===== config.mk =====
export PLATFORM = sky130hd
export DESIGN_NAME = btb_update_gen
export DESIGN_NICKNAME = d
export VERILOG_FILES = /design/src/rtl/btb_update_gen_pkg.sv /design/src/rtl/btb_upd_fifo.sv /design/src/rtl/btb_update_gen.sv
export SDC_FILE = /design/constraint.sdc
export NUM_CORES = 1
export LEC_CHECK = 0
export ABC_AREA = 1
export CAP_MARGIN = 20
export CELL_PAD_IN_SITES_DETAIL_PLACEMENT = 1
export CELL_PAD_IN_SITES_GLOBAL_PLACEMENT = 1
export CORE_MARGIN = 3
export CORE_UTILIZATION = 44
export DETAILED_ROUTE_END_ITERATION = 8
export PLACE_DENSITY = 0.89
export SYNTH_ARGS = -nofsm -noshare
export SYNTH_HDL_FRONTEND = slang
export SYNTH_HIERARCHICAL = 1
export SYNTH_SLANG_ARGS = --single-unit

===== constraint.sdc =====
create_clock -name clk -period 5.3 [get_ports clk]
set_input_delay 1.325 -clock clk [delete_from_list [all_inputs] [get_ports clk]]
set_output_delay 1.325 -clock clk [all_outputs]
set_load 0.02 [all_outputs]

===== src/rtl/btb_update_gen_pkg.sv =====
// rtl/btb_update_gen_pkg.sv - shared types and helpers for the commit-side BTB update generator
package btb_update_gen_pkg;

  localparam int BTB_UPD_FIFO_DEPTH   = 8;
  localparam int BTB_UPD_COMMIT_WIDTH = 2;

  typedef struct packed {
    logic [31:0] pc;
    logic        jal;
    logic        branch;
    logic        taken;
    logic [31:0] target;
    logic        pred_taken;
    logic [31:0] pred_target;
  } commit_cf_t;

  typedef struct packed {
    logic [31:0] pc;
    logic [31:0] pred_branch_address;
    logic        jal_inst;
    logic        branch_inst;
    logic        branch_resol;
    logic        ready;
    logic        valid;
  } rob_to_btb_bus;

  typedef struct packed {
    logic [31:0] pc;
    logic [31:0] target;
    logic        jal;
    logic        branch;
    logic        resol;
  } btb_upd_entry_t;

  function automatic logic cf_taken(commit_cf_t c);
    return c.taken | c.jal;
  endfunction

  function automatic logic cf_mispredict(commit_cf_t c);
    return (c.pred_taken != cf_taken(c)) || (cf_taken(c) && (c.pred_target != c.target));
  endfunction

  function automatic logic [31:0] cf_next_pc(commit_cf_t c);
    return cf_taken(c) ? c.target : (c.pc + 32'd4);
  endfunction

  function automatic btb_upd_entry_t cf_to_entry(commit_cf_t c);
    btb_upd_entry_t e;
    e.pc     = c.pc;
    e.target = c.target;
    e.jal    = c.jal;
    e.branch = c.branch;
    e.resol  = cf_taken(c);
    return e;
  endfunction

endpackage


===== src/rtl/btb_upd_fifo.sv =====
// rtl/btb_upd_fifo.sv - multi-push, single-pop circular buffer of BTB updates
module btb_upd_fifo
  import btb_update_gen_pkg::*;
#(
  parameter int DEPTH = 8,
  parameter int BITS  = 3,
  parameter int CW    = 2
) (
  input  logic                          clk,
  input  logic                          rst,
  input  logic [BITS:0]                 i_push_cnt,
  input  btb_upd_entry_t [CW-1:0]       i_push_data,
  input  logic                          i_pop,
  output logic [BITS:0]                 o_count,
  output logic [BITS:0]                 o_free_slots,
  output btb_upd_entry_t                o_head
);

  logic [BITS:0]  r_wr_ptr;
  logic [BITS:0]  r_rd_ptr;
  btb_upd_entry_t r_mem [DEPTH];
  logic           w_empty;

  assign w_empty      = (r_wr_ptr == r_rd_ptr);
  assign o_count      = r_wr_ptr - r_rd_ptr;
  assign o_free_slots = (BITS+1)'(DEPTH) - o_count;
  // An empty buffer forwards the oldest incoming push so it can leave in the same cycle.
  assign o_head       = w_empty ? i_push_data[0] : r_mem[r_rd_ptr[BITS-1:0]];

  always_ff @(posedge clk or negedge rst) begin
    if (!rst) begin
      r_wr_ptr <= '0;
      r_rd_ptr <= '0;
    end else begin
      r_wr_ptr <= r_wr_ptr + i_push_cnt;
      r_rd_ptr <= r_rd_ptr + (BITS+1)'(i_pop);
    end
  end

  always_ff @(posedge clk) begin
    for (int k = 0; k < CW; k++) begin
      if ((BITS+1)'(k) < i_push_cnt) begin
        r_mem[r_wr_ptr[BITS-1:0] + BITS'(k)] <= i_push_data[k];
      end
    end
  end

endmodule


===== src/rtl/btb_update_gen.sv =====
// rtl/btb_update_gen.sv - commit-side BTB update stream and mispredict redirect
// Optional statistics outputs enabled by BTB_UPD_STATS_EN.
module btb_update_gen
  import btb_update_gen_pkg::*;
#(
  parameter int COMMIT_WIDTH = BTB_UPD_COMMIT_WIDTH,
  parameter int FIFO_DEPTH   = BTB_UPD_FIFO_DEPTH,
  parameter int FIFO_BITS    = 3
) (
  input  logic                         clk,
  input  logic                         rst,
  input  logic [COMMIT_WIDTH-1:0]      commit_valid,
  input  commit_cf_t [COMMIT_WIDTH-1:0] commit_cf,
  output logic                         commit_stall,
  output rob_to_btb_bus                btb_upd,
  output logic                         redirect_valid,
  output logic [31:0]                  redirect_pc
`ifdef BTB_UPD_STATS_EN
  ,
  output logic [31:0]                  stat_cf_commits,
  output logic [31:0]                  stat_mispredicts,
  output logic [31:0]                  stat_stall_cycles
`endif
);

  localparam int LANE_W = (COMMIT_WIDTH > 1) ? $clog2(COMMIT_WIDTH) : 1;

  logic                              r_stall;
  rob_to_btb_bus                     r_upd;
  logic                              r_redir_valid;
  logic [31:0]                       r_redir_pc;

  logic [FIFO_BITS:0]                w_push_cnt;
  btb_upd_entry_t [COMMIT_WIDTH-1:0] w_push_data;
  logic [LANE_W-1:0]                 w_slot;
  logic                              w_squash;
  logic                              w_redir_hit;
  logic [31:0]                       w_redir_pc;
  logic                              w_pop;
  logic [FIFO_BITS:0]                w_count;
  logic [FIFO_BITS:0]                w_free_slots;
  logic [FIFO_BITS+1:0]              w_free_after;
  btb_upd_entry_t                    w_head;

  // Lanes scan oldest first; the first mispredict enqueues itself and squashes all younger lanes.
  always_comb begin
    w_push_cnt  = '0;
    w_push_data = '0;
    w_slot      = '0;
    w_squash    = 1'b0;
    w_redir_hit = 1'b0;
    w_redir_pc  = '0;
    for (int i = 0; i < COMMIT_WIDTH; i++) begin
      if (commit_valid[i] && !r_stall && !w_squash &&
          (commit_cf[i].jal || commit_cf[i].branch)) begin
        w_slot              = w_push_cnt[LANE_W-1:0];
        w_push_data[w_slot] = cf_to_entry(commit_cf[i]);
        w_push_cnt          = w_push_cnt + (FIFO_BITS+1)'(1);
        if (cf_mispredict(commit_cf[i])) begin
          w_squash    = 1'b1;
          w_redir_hit = 1'b1;
          w_redir_pc  = cf_next_pc(commit_cf[i]);
        end
      end
    end
  end

  assign w_pop        = (w_count != '0) || (w_push_cnt != '0);
  assign w_free_after = {1'b0, w_free_slots} - {1'b0, w_push_cnt} + (FIFO_BITS+2)'(w_pop);

  btb_upd_fifo #(
    .DEPTH (FIFO_DEPTH),
    .BITS  (FIFO_BITS),
    .CW    (COMMIT_WIDTH)
  ) u_fifo (
    .clk          (clk),
    .rst          (rst),
    .i_push_cnt   (w_push_cnt),
    .i_push_data  (w_push_data),
    .i_pop        (w_pop),
    .o_count      (w_count),
    .o_free_slots (w_free_slots),
    .o_head       (w_head)
  );

  always_ff @(posedge clk or negedge rst) begin
    if (!rst) begin
      r_stall       <= 1'b0;
      r_upd         <= '0;
      r_redir_valid <= 1'b0;
      r_redir_pc    <= '0;
    end else begin
      r_stall       <= (w_free_after < (FIFO_BITS+2)'(COMMIT_WIDTH));
      r_redir_valid <= w_redir_hit;
      if (w_redir_hit) begin
        r_redir_pc <= w_redir_pc;
      end
      if (w_pop) begin
        r_upd.pc                  <= w_head.pc;
        r_upd.pred_branch_address <= w_head.target;
        r_upd.jal_inst            <= w_head.jal;
        r_upd.branch_inst         <= w_head.branch;
        r_upd.branch_resol        <= w_head.resol;
        r_upd.ready               <= 1'b1;
        r_upd.valid               <= 1'b1;
      end else begin
        r_upd.ready <= 1'b0;
        r_upd.valid <= 1'b0;
      end
    end
  end

  assign commit_stall   = r_stall;
  assign btb_upd        = r_upd;
  assign redirect_valid = r_redir_valid;
  assign redirect_pc    = r_redir_pc;

`ifdef BTB_UPD_STATS_EN
  logic [31:0] r_stat_cf;
  logic [31:0] r_stat_mis;
  logic [31:0] r_stat_stall;
  logic [32:0] w_cf_sum;

  assign w_cf_sum = {1'b0, r_stat_cf} + 33'(w_push_cnt);

  always_ff @(posedge clk or negedge rst) begin
    if (!rst) begin
      r_stat_cf    <= '0;
      r_stat_mis   <= '0;
      r_stat_stall <= '0;
    end else begin
      r_stat_cf <= w_cf_sum[32] ? 32'hFFFF_FFFF : w_cf_sum[31:0];
      if (w_redir_hit && (r_stat_mis != 32'hFFFF_FFFF)) begin
        r_stat_mis <= r_stat_mis + 32'd1;
      end
      if (r_stall && (r_stat_stall != 32'hFFFF_FFFF)) begin
        r_stat_stall <= r_stat_stall + 32'd1;
      end
    end
  end

  assign stat_cf_commits   = r_stat_cf;
  assign stat_mispredicts  = r_stat_mis;
  assign stat_stall_cycles = r_stat_stall;
`endif

endmodule


==> reports/metrics.cfg <==
[run_status]
run_status = finished clean

[sta]
tns_ns = 0
hold_violations = 0
slew_violations = 0
worst_pin_slew_ns = 1.23
post-route-period-util_pct = 87.9
rsz0062_at_grt = no
timing.fmax_mhz = 215
max_slew_margin_pct = 17.4
skew_ns = 0.0230
setup_viol = 0
period_needed_ns = 4.66

[cts]
cts_root_buf = clkbuf_16
cts_tree = built
clockBufferDepth = 3
cts_resized = 0
clk_latency_ns = 0.62
numCtsBuffers = 72
clkSinkCount = 646
cts_max_level = 3
postCtsHoldBufs = 0
clk_pin_slew_ns = 0.06
cts_setup_buffers = 0

[synthesis]
synth_warnings = 6
yosys.area_share.simple_pct = 26.8
ys_top_cells_by_area = edfxtp_1 (43%), nand2_1 (17%), dfrtp_1 (7.3%), o21ai_1 (5.3%), nand3_1 (4.3%)
yosys.cell_types.count = 43
ys_ff_latch = 646
yosys-mux-area-fraction_pct = 2.00
syn_area_um2 = 37600
synth_top_family_by_area = simple AND/OR/NAND/NOR gates
synth-adder-area-share_pct = 0.758
synth.top_cell.area_share_pct = 42.8
yosysTopAreaCell = edfxtp_1
syn_area_per_cell_um2 = 7.94
synth_compound_area_share_pct = 11.3
syn_inst = 4742
synth_xor_area_share_pct = 1.61
synth-seq-area-share_pct = 50.1

[floorplan]
core_region_area_um2 = 84200
die_w_um = 298
fp.dieH_um = 298
die_area_um2 = 89100
pin_count = 307
rows = 106
initial_core_util_pct = 44.7

[global_routing]
grt_max_degree = 169
grt_pass1_vias = 37900
grt_pass1_wl_um = 238000
grt-ovfl-total = 0
track_usage_pct = 35.3
grt_antenna_before_repair = 9

[detailed_routing]
ant_nets = 0
drtIter0Drc = 4246
viasPerCell = 6.06
wire_per_inst_um = 26.5
routed-via-count = 37000
wirelength_um = 162000
firstDrtPassIters = 5
drc = 0

[final_layout]
final_common_cell = nand2_1
area_growth_syn_to_layout_pct = 17.0
fin_nets = 5142
fillers = 10100
final_cell_mix = nand2_1 (1696), edfxtp_1 (536), nor2_1 (417)
drive_above_1_share_pct = 7.32
stdcell_count = 6116

[critical_path]
crit_arrival_ns = 4.95
cp_max_fo = 80
worstSetupPathType = input port to register
critPathRequiredTime_ns = 5.59
cp-end-kind = register
startpoint_type = input port

[pwr]
peakVddDrop_uv = 822
p_leak_uw = 0.0177
fin_total_pwr_uw = 30000
powerDensity_nw_per_um2 = 682

[hold_path]
hold_path_class = register to register

[place]
place_hpwl_um = 105000
place.gp.congestion = 1.02
place_inst = 5972
io_buffers = 306

[flow_run]
cap_violations = 0

## final cells by class
class	instances	area [um2]	share of cell area, %
sequential	646	18900	42.8
antenna	8	20.0	0.0455
clock buffer	96	2000	4.53
clock inverter	35	178	0.403
tap	1134	1420	3.22
inverter	228	863	1.96
timing repair buffer	458	4600	10.5
multi-input combinational	3511	16100	36.6
## logic make-up (layout without fill, tap and decap cells)
logic type / after synthesis / count (layout)
buffers and inverters: 588 / 817
adders and majority gates: 21 / 21
other: 1 / 12
xor gates and xnor gates: 69 / 69
and+or+nand+nor: 2520 / 2520
DFF: 646 / 646
AOI/OAI and AO/OA: 830 / 830
muxes: 67 / 67
## per-layer routing
layer	wire, um	part of all wire (%)	GRT usage [%]	vias to the layer above
li1	-	-	-	16000
met1	57900	36	43.3	18100
met2	73900	46	56.4	2389
met3	19000	12	8.12	551
met4	11200	6.9	22.5	2
met5	12	0.0074	0	-
## critical path, stage by stage
cell             delay [ns]
clkdlybuf4s50_1        0.62
xnor2_1                0.22
nand2_1                0.11
nor2_1                 0.05
nand2_1                0.05
nor2_1                 0.05
nand3_2                0.11
buf_4                  0.19
a21oi_4                0.08
nand2_1                0.14
buf_4                  0.22
inv_1                  0.12
nor3_4                 0.31
nor2_4                 0.13
nand2_4                0.12
buf_4                  0.78
o21ai_0                0.29
## synth_stat cells, drive strengths merged
cell,n
a21oi,91
nand3b,2
inv,228
xnor2,20
a31oi,2
nand2,1717
dfrtp,110
o22ai,3
or2,3
buf,238
o21ai,713
mux2,67
and3,1
conb,1
ha,18
nand4,19
a21boi,3
nor2,428
nor4,3
o2111ai,5
fa,3
clkbuf,122
o31ai,11
edfxtp,536
xor2,49
a22oi,1
o21bai,1
nor3,24
nand3,323
## per-stage QoR
stage,util (%),worst slack [ns],hold WS (ns),cell area [um2]
5_1_grt,52.3,0.460,0.522,44000
2_1_floorplan,-,0.165,0.482,37700
6_report,52.3,0.640,0.501,44000
3_3_place_gp,49.6,0.290,0.489,41800
4_1_cts,52.2,0.684,0.508,44000
3_5_place_dp,49.6,0.123,0.495,41800
## where the power goes
| part | internal [uW] | switching, uW | total [uW] |
|---|---|---|---|
| clock | 2650 | 2170 | 4820 |
| sequential | 8940 | 943 | 9880 |
| combinational | 4510 | 10800 | 15300 |
| total | 16100 | 13900 | 30000 |
## flip-flops by register name, indices dropped and copies added (netlist names)
name,count
u_fifo/r_rd_ptr,4
commit_stall,1
u_fifo/r_mem,536
btb_upd,68
redirect_pc,32
u_fifo/r_wr_ptr,4
redirect_valid,1
## path summary, 6_finish.rpt
check                               from                  to  slack, ns  cells past startpoint
hold reg to reg              btb_upd[64]         btb_upd[64]       0.50                      1
min in group asynchronous            rst         btb_upd[29]       0.70                      1
hold / removal               btb_upd[64]         btb_upd[64]       0.50                      1
setup / recovery           commit_cf[39]  u_fifo/r_mem[1][0]       0.64                     17
max in group asynchronous            rst  u_fifo/r_rd_ptr[0]       3.74                      2
setup reg to reg            commit_stall  u_fifo/r_mem[1][4]       1.50                     11
(Power assumes the default switching activity.)
